==> config.mk <==
export PLATFORM = sky130hd
export DESIGN_NAME = bias_add_sat_stage
export DESIGN_NICKNAME = d
export VERILOG_FILES = /design/src/rtl/bias_add_sat_stage_pkg.sv /design/src/rtl/bias_lane_sat.sv /design/src/rtl/bias_add_sat_stage.sv
export SDC_FILE = /design/constraint.sdc
export NUM_CORES = 2
export LEC_CHECK = 0
export ABC_AREA = 1
export CAP_MARGIN = 10
export CORE_AREA = 2 2 345 347
export CTS_CLUSTER_DIAMETER = 50
export DETAILED_ROUTE_END_ITERATION = 10
export DIE_AREA = 0 0 347 349
export PLACE_DENSITY = 0.58
export SLEW_MARGIN = 15
export SYNTH_ARGS = -nofsm -noshare
export SYNTH_HDL_FRONTEND = slang
export SYNTH_SLANG_ARGS = --single-unit
==> constraint.sdc <==
create_clock -name clk -period 1.7 [get_ports clk]
set_clock_uncertainty 0.1 [all_clocks]
set_input_delay 0.34 -clock clk [delete_from_list [all_inputs] [get_ports clk]]
set_output_delay 0.34 -clock clk [all_outputs]
set_load 0.005 [all_outputs]
==> src/rtl/bias_add_sat_stage_pkg.sv <==
// Shared lane constants for the bias path: lane width, saturation limits and a
// lane slice helper, also used by the bias constant blocks.
package bias_add_sat_stage_pkg;

  localparam int LANE_W  = 18;
  localparam int N_LANES = 16;

  localparam logic [LANE_W-1:0] SAT_MAX = 18'h1FFFF;
  localparam logic [LANE_W-1:0] SAT_MIN = 18'h20000;

  function automatic logic [LANE_W-1:0] laneSlice(input logic [N_LANES*LANE_W-1:0] bus,
                                                  input int unsigned k);
    return bus[k*LANE_W +: LANE_W];
  endfunction

endpackage

==> src/rtl/bias_lane_sat.sv <==
// One lane of the bias stage: clamps a W+1 bit sum to W bits, then optional ReLU.
// Purely combinational; sat_o flags a clamp in either direction.
module bias_lane_sat
  import bias_add_sat_stage_pkg::*;
#(
  parameter int W = LANE_W
) (
  input  logic [W:0]   sum_i,
  input  logic         relu_en_i,
  output logic [W-1:0] res_o,
  output logic         sat_o
);

  logic [W-1:0] satVal;

  // The sum is out of W-bit range exactly when its top two bits disagree.
  always_comb begin
    satVal = sum_i[W-1:0];
    sat_o  = 1'b0;
    if (sum_i[W] != sum_i[W-1]) begin
      sat_o  = 1'b1;
      satVal = sum_i[W] ? {1'b1, {(W-1){1'b0}}} : {1'b0, {(W-1){1'b1}}};
    end
    res_o = (relu_en_i && satVal[W-1]) ? '0 : satVal;
  end

endmodule

==> src/rtl/bias_add_sat_stage.sv <==
// Bias add, saturate and ReLU stage between the conv adder tree and the
// activation buffer writer, as a two-register elastic valid/ready pipeline.
module bias_add_sat_stage
  import bias_add_sat_stage_pkg::*;
#(
  parameter int N_adder_tree = N_LANES,
  parameter int W            = LANE_W,
  parameter int CNT_W        = 16
) (
  input  logic                    clk,
  input  logic                    rst,
  input  logic [N_adder_tree*W-1:0] bias_in,
  input  logic                    relu_en,
  input  logic                    s_valid,
  output logic                    s_ready,
  input  logic [N_adder_tree*W-1:0] s_data,
  input  logic                    s_last,
  output logic                    m_valid,
  input  logic                    m_ready,
  output logic [N_adder_tree*W-1:0] m_data,
  output logic                    m_last,
  output logic                    frame_done,
  output logic [CNT_W-1:0]        sat_cnt
);

  localparam int N = N_adder_tree;

  logic                 v1_q, v1_d, v2_q, v2_d;
  logic [N*(W+1)-1:0]   sum1_q, sum1_d;
  logic                 last1_q, last1_d, relu1_q, relu1_d;
  logic [N*W-1:0]       data2_q, data2_d;
  logic                 last2_q, last2_d;
  logic                 frameDone_q, frameDone_d;
  logic [CNT_W-1:0]     satCnt_q, satCnt_d;

  logic [N*(W+1)-1:0]   sumNow;
  logic [N*W-1:0]       laneRes;
  logic [N-1:0]         laneSat;
  logic                 inFire, advance2, outFire;

  // Stage 1 adds in W+1 bits; stage 2 input is saturated from the registered sum.
  for (genvar k = 0; k < N; k++) begin : gLane
    assign sumNow[k*(W+1) +: W+1] = {s_data[k*W+W-1], s_data[k*W +: W]}
                                  + {bias_in[k*W+W-1], bias_in[k*W +: W]};

    bias_lane_sat #(.W(W)) uLane (
      .sum_i     (sum1_q[k*(W+1) +: W+1]),
      .relu_en_i (relu1_q),
      .res_o     (laneRes[k*W +: W]),
      .sat_o     (laneSat[k])
    );
  end

  assign s_ready  = !v1_q || !v2_q || m_ready;
  assign inFire   = s_valid && s_ready;
  assign advance2 = v1_q && (!v2_q || m_ready);
  assign outFire  = v2_q && m_ready;

  always_comb begin
    v1_d        = v1_q;
    sum1_d      = sum1_q;
    last1_d     = last1_q;
    relu1_d     = relu1_q;
    v2_d        = v2_q;
    data2_d     = data2_q;
    last2_d     = last2_q;
    frameDone_d = outFire && last2_q;
    satCnt_d    = satCnt_q;

    if (inFire) begin
      v1_d    = 1'b1;
      sum1_d  = sumNow;
      last1_d = s_last;
      relu1_d = relu_en;
    end else if (advance2) begin
      v1_d = 1'b0;
    end

    // Stage 2 refills from stage 1 whenever it empties or is drained this cycle.
    if (advance2) begin
      v2_d    = 1'b1;
      data2_d = laneRes;
      last2_d = last1_q;
      if ((|laneSat) && (satCnt_q != '1)) satCnt_d = satCnt_q + 1'b1;
    end else if (outFire) begin
      v2_d = 1'b0;
    end
  end

  always_ff @(posedge clk) begin
    if (rst) begin
      v1_q        <= 1'b0;
      sum1_q      <= '0;
      last1_q     <= 1'b0;
      relu1_q     <= 1'b0;
      v2_q        <= 1'b0;
      data2_q     <= '0;
      last2_q     <= 1'b0;
      frameDone_q <= 1'b0;
      satCnt_q    <= '0;
    end else begin
      v1_q        <= v1_d;
      sum1_q      <= sum1_d;
      last1_q     <= last1_d;
      relu1_q     <= relu1_d;
      v2_q        <= v2_d;
      data2_q     <= data2_d;
      last2_q     <= last2_d;
      frameDone_q <= frameDone_d;
      satCnt_q    <= satCnt_d;
    end
  end

  assign m_valid    = v2_q;
  assign m_data     = data2_q;
  assign m_last     = last2_q;
  assign frame_done = frameDone_q;
  assign sat_cnt    = satCnt_q;

endmodule

==> flow_summary.json <==
{
  "status": "complete, but fails checks",
  "violations": "negative setup slack",
  "detail-route-antenna-nets": 0,
  "ctsHtreeMaxLevel": 3,
  "yosys-top-cells-area": "dfxtp_1, nand2_1, a21oi_1",
  "seqPwrFrac_pct": 29.8,
  "p_int_mw": 36.3,
  "place_area_um2": 57900,
  "die-height_um": 349,
  "p_sw_mw": 17.7,
  "path_clk_slew_ps": 60,
  "synth.net_count": 7223,
  "hold_class": "in -> reg",
  "critPathTopFamily": "flip-flops",
  "critical_path_required_ps": 1260,
  "ys_seq_area_share_pct": 30.2,
  "initial_utilization_pct": 34.7,
  "clock_power_share_pct": 38.3,
  "synthesis.instances": 6334,
  "clk_path_buf_depth": 3,
  "grt_pass1_vias": 45502,
  "grt_util_all_layers_pct": 27.5,
  "cts_tree": "yes",
  "numClockSinks": 614,
  "clkLatencyLatePin_ps": 660,
  "drtIter0Drc": 3116,
  "syn_to_final_growth_pct": 61.8,
  "crit_slowest_cell": "dfxtp_4",
  "routed_via_density": 4.94,
  "peakVddDrop_v": 0.000713,
  "critPathKind": "reg -> out",
  "max_freq_mhz": 546,
  "vias": 47850,
  "drt-total-wl_mm": 183,
  "drv_slew": 0,
  "cpPeakStageDelay_ps": 350,
  "n_fill_cell": 11239,
  "grt_setup_unrepaired": "true",
  "worstPathBufferInverterCount": 2,
  "clockRootBuffer": "clkbuf_16",
  "finalHoldViolations": 0,
  "combPwrFrac_pct": 31.9,
  "io-pin-count": 890,
  "start_kind": "flip-flop",
  "antenna_found_initial": 28,
  "r2r-start": "m_valid",
  "maxCapViolCount": 0,
  "crit_start": "m_valid",
  "synth_area_um2": 40700,
  "endpoint_kind": "primary output",
  "reg2reg_slack_ps": -90,
  "tns_ps": -6510,
  "setup_ws_ps": -130,
  "tightestPinTransition_ps": 642,
  "setup_viol": 166,
  "power_leakage_nw": 32.4,
  "final_area_um2": 65900,
  "path_max_fanout": 2,
  "die_x_um": 347,
  "grt_pass1_wl_mm": 262,
  "hold_start": "bias_in[90]",
  "coreArea_um2": 117000,
  "layout.nets": 8937,
  "drive_gt1_share_pct": 26.0,
  "layout.cells.non_filler": 9685,
  "overflow": 0,
  "ys_warn_count": 0,
  "multi_input_area_um2": 26500,
  "dieArea_um2": 121000,
  "grt_max_degree": 103,
  "switching_share_pct": 32.8,
  "port_buffers": 889,
  "synth-seq-cells": 614,
  "synth.top_cell.area_share_pct": 30.2,
  "first_pass_iters": 6,
  "relSlewSlack_pct": 57.2,
  "cts_inserted_buffers": 95,
  "layout_common_cells": "nand2_1, inv_1, buf_4, a21oi_1, nor2_1",
  "min_period_ps": 1830,
  "postSynthAreaPerCell_um2": 6.43,
  "drc": 0,
  "place_hpwl_mm": 136,
  "crit_path_cell_trace": "nand2_4, nor2_4, inv_2, buf_12",
  "regArea_um2": 12600,
  "powerDensity_nw_per_um2": 820,
  "whs_ps": 18.2,
  "dpl.cell_count": 9369,
  "place.gp.congestion": 0.962,
  "rows": 126,
  "ys_types": 38,
  "final_common_cell": "nand2_1",
  "arrival_ps": 1390,
  "wl_per_cell_um": 18.9,
  "fin_crit_sh_pct": 108,
  "yosysTopAreaCell": "dfxtp_1"
}
## flip-flops by register name, summed over array words and instances (netlist names)
name        flops
last1_q         1
m_data        288
v1_q            1
m_last          1
frame_done      1
relu1_q         1
sum1_q        304
m_valid         1
sat_cnt        16
## per-stage QoR
stage	util (%)	power [mW]	worst slack (ps)
after floorplan	-	24.0	-11.1
after global placement	49.3	31.7	-877
after detailed placement	49.3	31.8	-896
after CTS	53.1	53.0	-165
after global routing	56.1	56.6	-167
final	56.1	54.0	-130
## worst paths after layout
| check | endpoint | cells past startpoint |
|---|---|---|
| setup / recovery | s_ready | 4 |
| hold / removal | sum1_q[95] | 4 |
| setup reg to reg | sum1_q[9] | 12 |
| hold reg to reg | sum1_q[114] | 2 |
## cell type report
type	instances	area share [%]
inverter	1026	5.91
timing repair buffer	1834	26.4
clock buffer	113	3.99
multi-input combinational	4470	40.3
timing repair inverter	7	0.211
tap	1536	2.92
sequential	614	19.1
clock inverter	66	1.13
antenna	19	0.0722
## timing repair
item                                    in CTS  in global routing
hold endpoints to repair                    14                  0
pin swaps                                    9                105
endpoints found under the setup margin     439                445
cloned                                      24                 43
resized for setup                         1440                578
buffers inserted                            36                 25
hold buffers                                 1                  0
## per-layer routing
layer  vias up  wire, um  GRT usage (%)
met3       293     12000           4.86
met2      1407     86300           46.9
met1     22170     77200           34.2
li1      23970         -              -
met5         -        65              0
met4        10      7240           11.5
## synthesized netlist by cell type (all sizes together)
master / instances
nand2: 1437
inv: 1012
a21oi: 799
nor2: 669
dfxtp: 614
nand3: 514
ha: 291
o21ai: 287
a22oi: 221
clkbuf: 123
buf: 102
xor2: 91
nor3: 42
xnor2: 35
o211ai: 30
and2: 28
fa: 16
clkinv: 14
or2: 4
nand4: 3
a211oi: 1
a31oi: 1
## worst reg2reg max path, cell delays in order (launching register included)
cell and delay (ps):
dfxtp_4 350, nand2_4 50, nor2_4 120, buf_6 120
nor2_8 40, buf_6 130, buf_12 140, buf_12 130
inv_8 110, clkbuf_16 190, a21oi_1 60, o21ai_0 100
inv_1 50
## logic make-up after synthesis
| logic type | after synthesis | share of synthesized area [%] |
|---|---|---|
| xor gates and xnor gates | 126 | 2.71 |
| and+or+nand+nor | 2697 | 27.1 |
| adders and majority gates | 307 | 9.73 |
| DFF | 614 | 30.2 |
| AOI/OAI and AO/OA | 1339 | 18.3 |
| buffers and inverters | 1251 | 12.0 |
## power groups by stage
stage                     clock network, mW  logic [mW]  registers [mW]
after floorplan                           0        7.80            16.2
after global placement                    0        15.3            16.3
after detailed placement                  0        15.4            16.4
after CTS                              21.0        15.9            16.1
after global routing                   21.6        18.9            16.2
final                                  20.7        17.2            16.1
Power figures use the tool's default switching activity.
